--- src/rtl/se_fc_excite.sv ---
// se_fc_excite: serial fully-connected SE excitation stage, one MAC per cycle,
// parameters in an internal register file, results streamed out with valid/ready.
module se_fc_excite #(
  parameter int DATA_WIDTH = 16,
  parameter int FRAC_BITS  = 8,
  parameter int IN_CH      = 16,
  parameter int OUT_CH     = 4,
  parameter int APPLY_RELU = 1,
  localparam int NP = OUT_CH*IN_CH + OUT_CH,
  localparam int AW = $clog2(NP)
) (
  input  logic                         clk,
  input  logic                         rst,
  input  logic signed [DATA_WIDTH-1:0] in_data,
  input  logic                         in_valid,
  output logic                         in_ready,
  input  logic                         w_wr_en,
  input  logic [AW-1:0]                w_wr_addr,
  input  logic signed [DATA_WIDTH-1:0] w_wr_data,
  output logic signed [DATA_WIDTH-1:0] out_data,
  output logic                         out_valid,
  input  logic                         out_ready,
  output logic                         out_last
);
  localparam int DW    = DATA_WIDTH;
  localparam int PW2   = 2*DW;
  localparam int IW    = IN_CH > 1 ? $clog2(IN_CH) : 1;
  localparam int OW    = OUT_CH > 1 ? $clog2(OUT_CH) : 1;
  localparam int ACC_W = 2*DW + $clog2(IN_CH) + 1;
  localparam logic signed [ACC_W-1:0] SMAX = {{(ACC_W-DW+1){1'b0}}, {(DW-1){1'b1}}};
  localparam logic signed [ACC_W-1:0] SMIN = ~SMAX;

  typedef enum logic [1:0] {IDLE, LOAD, COMPUTE, EMIT} state_t;

  state_t                  state_q, state_d;
  logic [IW-1:0]           cnt_q, cnt_d, i_q, i_d;
  logic [OW-1:0]           o_q, o_d;
  logic signed [ACC_W-1:0] acc_q, acc_d;
  logic signed [DW-1:0]    x_q [IN_CH];
  logic signed [DW-1:0]    x_d [IN_CH];
  logic signed [DW-1:0]    prm_q [NP];
  logic signed [DW-1:0]    prm_d [NP];
  logic signed [DW-1:0]    out_data_q, out_data_d;
  logic                    out_valid_q, out_valid_d, out_last_q, out_last_d;

  logic [AW-1:0]           w_idx, b0_idx, bn_idx;
  logic signed [PW2-1:0]   prod;
  logic signed [ACC_W-1:0] acc_sum, rnd, sh, rl;
  logic signed [DW-1:0]    res;

  function automatic logic signed [ACC_W-1:0] bias_acc(input logic signed [DW-1:0] b);
    return {{(ACC_W-DW){b[DW-1]}}, b} << FRAC_BITS;
  endfunction

  assign in_ready  = (state_q == IDLE) || (state_q == LOAD);
  assign out_data  = out_data_q;
  assign out_valid = out_valid_q;
  assign out_last  = out_last_q;

  // Datapath: MAC, round half up, optional ReLU, saturate.
  always_comb begin
    w_idx   = AW'(o_q) * AW'(IN_CH) + AW'(i_q);
    b0_idx  = AW'(OUT_CH*IN_CH);
    bn_idx  = AW'(OUT_CH*IN_CH) + AW'(o_q) + AW'(1);
    prod    = PW2'(x_q[i_q]) * PW2'(prm_q[w_idx]);
    acc_sum = acc_q + ACC_W'(prod);
    rnd     = acc_sum + (ACC_W'(1) << (FRAC_BITS-1));
    sh      = rnd >>> FRAC_BITS;
    rl      = (APPLY_RELU != 0 && sh < 0) ? '0 : sh;
    res     = (rl > SMAX) ? SMAX[DW-1:0] : (rl < SMIN) ? SMIN[DW-1:0] : rl[DW-1:0];
  end

  always_comb begin
    state_d     = state_q;
    cnt_d       = cnt_q;
    i_d         = i_q;
    o_d         = o_q;
    acc_d       = acc_q;
    x_d         = x_q;
    prm_d       = prm_q;
    out_data_d  = out_data_q;
    out_valid_d = out_valid_q;
    out_last_d  = out_last_q;
    case (state_q)
      IDLE: begin
        if (w_wr_en && 32'(w_wr_addr) < NP) prm_d[w_wr_addr] = w_wr_data;
        if (in_valid) begin
          x_d[0] = in_data;
          cnt_d  = IW'(1);
          if (IN_CH == 1) begin
            state_d = COMPUTE;
            o_d     = '0;
            i_d     = '0;
            acc_d   = bias_acc(prm_q[b0_idx]);
          end else begin
            state_d = LOAD;
          end
        end
      end
      LOAD: begin
        if (in_valid) begin
          x_d[cnt_q] = in_data;
          cnt_d      = cnt_q + IW'(1);
          if (cnt_q == IW'(IN_CH-1)) begin
            state_d = COMPUTE;
            o_d     = '0;
            i_d     = '0;
            acc_d   = bias_acc(prm_q[b0_idx]);
          end
        end
      end
      COMPUTE: begin
        acc_d = acc_sum;
        i_d   = i_q + IW'(1);
        if (i_q == IW'(IN_CH-1)) begin
          out_data_d  = res;
          out_valid_d = 1'b1;
          out_last_d  = (o_q == OW'(OUT_CH-1));
          state_d     = EMIT;
        end
      end
      EMIT: begin
        if (out_ready) begin
          out_valid_d = 1'b0;
          out_last_d  = 1'b0;
          if (o_q != OW'(OUT_CH-1)) begin
            o_d     = o_q + OW'(1);
            i_d     = '0;
            acc_d   = bias_acc(prm_q[bn_idx]);
            state_d = COMPUTE;
          end else begin
            state_d = IDLE;
          end
        end
      end
      default: begin
        state_d     = IDLE;
        out_valid_d = 1'b0;
        out_last_d  = 1'b0;
      end
    endcase
  end

  always_ff @(posedge clk) begin
    if (rst) begin
      state_q     <= IDLE;
      cnt_q       <= '0;
      i_q         <= '0;
      o_q         <= '0;
      acc_q       <= '0;
      x_q         <= '{default: '0};
      prm_q       <= '{default: '0};
      out_data_q  <= '0;
      out_valid_q <= 1'b0;
      out_last_q  <= 1'b0;
    end else begin
      state_q     <= state_d;
      cnt_q       <= cnt_d;
      i_q         <= i_d;
      o_q         <= o_d;
      acc_q       <= acc_d;
      x_q         <= x_d;
      prm_q       <= prm_d;
      out_data_q  <= out_data_d;
      out_valid_q <= out_valid_d;
      out_last_q  <= out_last_d;
    end
  end
endmodule
--- config.mk ---
export PLATFORM = sky130hd
export DESIGN_NAME = se_fc_excite
export DESIGN_NICKNAME = d
export VERILOG_FILES = /design/src/rtl/se_fc_excite.sv
export SDC_FILE = /design/constraint.sdc
export NUM_CORES = 2
export LEC_CHECK = 0
export CORE_UTILIZATION = 36
export DETAILED_ROUTE_END_ITERATION = 6
export GPL_ROUTABILITY_DRIVEN = 1
export SLEW_MARGIN = 0
export SYNTH_ARGS = -nofsm -noshare
export SYNTH_HDL_FRONTEND = slang
export SYNTH_SLANG_ARGS = --single-unit
--- constraint.sdc ---
create_clock -name clk -period 18.9 [get_ports clk]
set_input_delay 1.89 -clock clk [delete_from_list [all_inputs] [get_ports clk]]
set_output_delay 1.89 -clock clk [all_outputs]
set_load 0.005 [all_outputs]
==> summary.md <==
| Metric | Value |
|---|---|
| CP max stage cell | `buf_4` |
| Setup CP Type | `flip-flop to flip-flop` |
| Mean post-synth cell area | `8.49 µm²` |
| DRC violations left | `20` |
| RSZ-0062 raised after global routing | `no` |
| Peak supply drop | `between 0.00007 and 0.00008 V` |
| Slowest cell delay on critical path | `about 0.85 ns` |
| Pre-Repair DR Iteration Count | `7` |
| Clk_lat worst skew | `0.82 ns` |
| Die Height | `roughly 450 µm` |
| Gpl congestion | `0.894` |
| Total number of vias | `between 60k and 70k` |
| Row count | `roughly 160` |
| Post-Syn Area | `~0.073 mm²` |
| Final worst slack | `6.72 ns` |
| CP startpoint kind | `flip-flop` |
| Vias per Instance | `around 5.5` |
| Rel. slew slack | `around 19%` |
| Area delta synth->final | `10.5%` |
| Slew @ Worst Pin | `between 1 and 1.5 ns` |
| Clk root buf | `clkbuf_16` |
| Synth Instances | `8,553` |
| Hold Crit Start | `prm_q[515]$_SDFFE_PP0P_` |
| Mean routed wirelength per cell | `between 20 and 25 µm` |
| Core Footprint | `roughly 0.2 mm²` |
| Multi-input combinational cell area | `0.0404 mm²` |
| Nets | `8,706` |
| Flops & latches, synth | `between 1k and 1.5k` |
| H-tree levels | `4` |
| HPWL Detailed | `150 mm` |
| Clock sink total | `1,411` |
| CP most frequent cell | `fa_1` |
| CTS tree | `yes` |
| First-pass GRT wire length | `approximately 360 mm` |
| Clock Skew | `roughly 0.044 ns` |
| IO Pins | `63` |
| PD cells | `79.5 mW/mm²` |
| Initial antenna violation count | `5` |
| Final hold vios | `0` |
| Hold endpoint | `prm_q[515]$_SDFFE_PP0P_` |
| Crit end category | `flip-flop` |
| Failing checks | `design-rule violations` |
| Status | `complete, but fails checks` |
| Fin crit share | `between 60% and 70%` |
| MaxCap Viol Count | `0` |
| GRT Total Usage | `22.8%` |
| Hold Crit Class | `flip-flop to flip-flop` |
| Fmax | `0.0821 GHz` |
| Leakage | `27.1 nW` |
| PortBufs | `between 60 and 70` |
| Final Max Slew Viols | `0` |
| Antenna-violating nets left | `0` |
| Pin count of the biggest net entering global routing | `around 250` |
| Post-CTS Hold Fix Bufs | `0` |
| Largest fanout on the critical path | `46` |
| Congestion Overflow GR | `0` |
| Worst reg2reg setup slack | `6.72 ns` |
| EDFF count, synth | `0` |
| Seq/Total Area, Yosys | `around 39%` |
| Synthesized net count | `9,031` |
| Netlist cell types | `between 80 and 90` |
| Min Tclk post-route | `around 12 ns` |
| Sequential Area | `between 0.02 and 0.03 mm²` |
| Hold path cells | `2` |
| Worst-path clk slew | `roughly 0.060 ns` |
| Initial drt markers | `6,078` |
| Worst EP arrival | `12.79 ns` |
| R2R depth | `31` |
| Maximum clock insertion buffer count | `3` |
| Cts bufs inserted | `156` |
| Post-synth ARST share | `0%` |
| PostCTS Resize Cnt | `0` |
| Reg-to-reg critical path startpoint | `i_q[0]$_SDFFE_PP0P_` |
| Number of global-route vias before repair | `a little under 60k` |
| R2r endpoint | `out_data[4]$_SDFFE_PP0P_` |
| Post-CTS Setup Bufs | `0` |
| Layout cells sized above 1 | `about a tenth` |
| Pre-CTS setup slack | `~6.7 ns` |
| Drt total wl | `between 200 and 250 mm` |
| Synthesis Warnings | `0` |
| Die area | `between 0.2 and 0.25 mm²` |
| Top_reg_cell synth | `dfxtp_1` |
| Starting Density | `between 30% and 40%` |
| Die X | `451 µm` |
| Final setup fails | `0` |
| Worst Path Required | `between 15 and 20 ns` |
| Setup TNS | `0 ns` |
| Fillers | `19.8k` |
## final cells by class
class | instances | share of cell area, %
multi-input cells | 6085 | 50.3
flip-flops and latches | 1411 | 35.3
clock buffers | 233 | 5.81
well taps | 2656 | 4.15
repair buffers | 186 | 1.94
inverters | 388 | 1.82
clock inverters | 44 | 0.691
diodes | 1 | 0.00312
## layer usage
layer	share of wire, %	track usage [%]	vias to the layer above
met4	4.2	9.40	4
met3	7.8	3.75	525
met2	47	37.2	2502
met5	0.013	0	-
met1	41	29.8	29700
li1	-	-	27600
## flip-flops by register name, indices dropped and copies added (netlist names)
name and cells:
o_q 2, out_data 16, x_q 256, cnt_q 4
i_q 4, state_q 2, acc_q 37, prm_q 1088
out_last 1, out_valid 1
## power by group
part | internal (W) | total [W] | switching (W)
Clock | 0.00180 | 0.00310 | 0.00129
Combinational | 0.0000638 | 0.000284 | 0.000220
Sequential | 0.00299 | 0.00299 | 0.00000866
## cells by family (layout without fill, tap and decap cells)
group	Yosys count	count (layout)	synth area share, %
other	0	1	0
muxes	449	449	13.0
DFF	1411	1411	38.9
AOI/OAI and AO/OA	1626	1626	12.0
adders and majority gates	434	434	10.8
buffers and inverters	1057	851	5.61
xor gates and xnor gates	48	48	0.579
and+or+nand+nor	3528	3528	19.0
## cell usage in the layout, fill, tap and decap left out, types with 26 or more instances in the layout
cell	n
nor3_1	34
nor2_1	295
ha_1	116
buf_4	127
clkdlybuf4s50_1	45
clkbuf_1	36
nand3_1	63
inv_1	386
nand2_1	2969
a21oi_1	1410
a211oi_1	26
nor2_2	26
mux4_2	395
dfxtp_1	1406
fa_1	318
o21ai_0	28
mux2i_1	35
nor2b_1	26
clkbuf_16	161
clkbuf_8	36
xnor2_1	32
## how the worst max path moves through the flow
stage | start | end | slack (ns)
after global placement | i_q[0]$_SDFFE_PP0P_ | out_data[14]$_SDFFE_PP0P_ | 6.87
after CTS | i_q[0]$_SDFFE_PP0P_ | out_data[5]$_SDFFE_PP0P_ | 6.74
after floorplan | i_q[0]$_SDFFE_PP0P_ | out_data[4]$_SDFFE_PP0P_ | 9.05
final | i_q[0]$_SDFFE_PP0P_ | out_data[4]$_SDFFE_PP0P_ | 6.72
after detailed placement | i_q[0]$_SDFFE_PP0P_ | out_data[5]$_SDFFE_PP0P_ | 6.72
after global routing | i_q[0]$_SDFFE_PP0P_ | out_data[5]$_SDFFE_PP0P_ | 5.94
## critical path: cells and delay by family, from the launching register on
| kind | cells | cell delay [ns] |
|---|---|---|
| buffers and inverters | 7 | 2.06 |
| flip-flops | 1 | 0.79 |
| AND/OR/NAND/NOR | 7 | 2.27 |
| multiplexers | 3 | 1.44 |
| XOR/XNOR | 1 | 0.71 |
| adder cells (fa/ha/maj) | 7 | 3.44 |
| AO/OA/AOI/OAI | 6 | 1.19 |
## cell usage after synthesis (8+ instances only)
| cell type | count | area, µm² |
|---|---|---|
| and2_1 | 18 | 113 |
| o21ai_0 | 31 | 155 |
| dfxtp_1 | 1411 | 28200 |
| clkbuf_1 | 584 | 2190 |
| a211oi_2 | 8 | 100 |
| nand2b_1 | 25 | 156 |
| xor2_1 | 16 | 140 |
| fa_1 | 318 | 6370 |
| a22oi_1 | 16 | 120 |
| ha_1 | 116 | 1450 |
| mux4_2 | 395 | 8900 |
| nor2b_1 | 26 | 163 |
| xnor2_1 | 32 | 280 |
| nor3_1 | 37 | 185 |
| mux2_2 | 18 | 203 |
| inv_1 | 386 | 1450 |
| nor2_1 | 321 | 1200 |
| nand2_1 | 2969 | 11100 |
| and3_1 | 11 | 68.8 |
| nand4_1 | 12 | 75.1 |
| a311oi_1 | 10 | 87.6 |
| buf_2 | 44 | 220 |
| a21oi_1 | 1410 | 7060 |
| a211oi_1 | 26 | 195 |
| nand3_1 | 63 | 315 |
| and4_1 | 8 | 70.1 |
| a31oi_1 | 8 | 50.1 |
| o21ai_1 | 19 | 95.1 |
| or3_1 | 8 | 50.1 |
| mux2i_1 | 35 | 350 |
| o211ai_1 | 15 | 113 |
| o21a_1 | 19 | 143 |
| buf_1 | 32 | 120 |
## metrics by stage
| stage | cells | util, % | hold slack, ns | area, µm² | power (W) |
|---|---|---|---|---|---|
| finish | 11000 | 40.1 | 0.449 | 80200 | 0.00638 |
| global route | 11000 | 40.1 | 0.465 | 80200 | 0.00656 |
| CTS | 11000 | 40.1 | 0.451 | 80200 | 0.00641 |
| detailed placement | 10700 | 37.5 | 0.443 | 75000 | 0.00334 |
| global placement | 10700 | 37.5 | 0.436 | 75000 | 0.00333 |
| floorplan | 8553 | - | 0.429 | 72600 | 0.00324 |
Note: power is estimated with default switching activity, not from simulation.
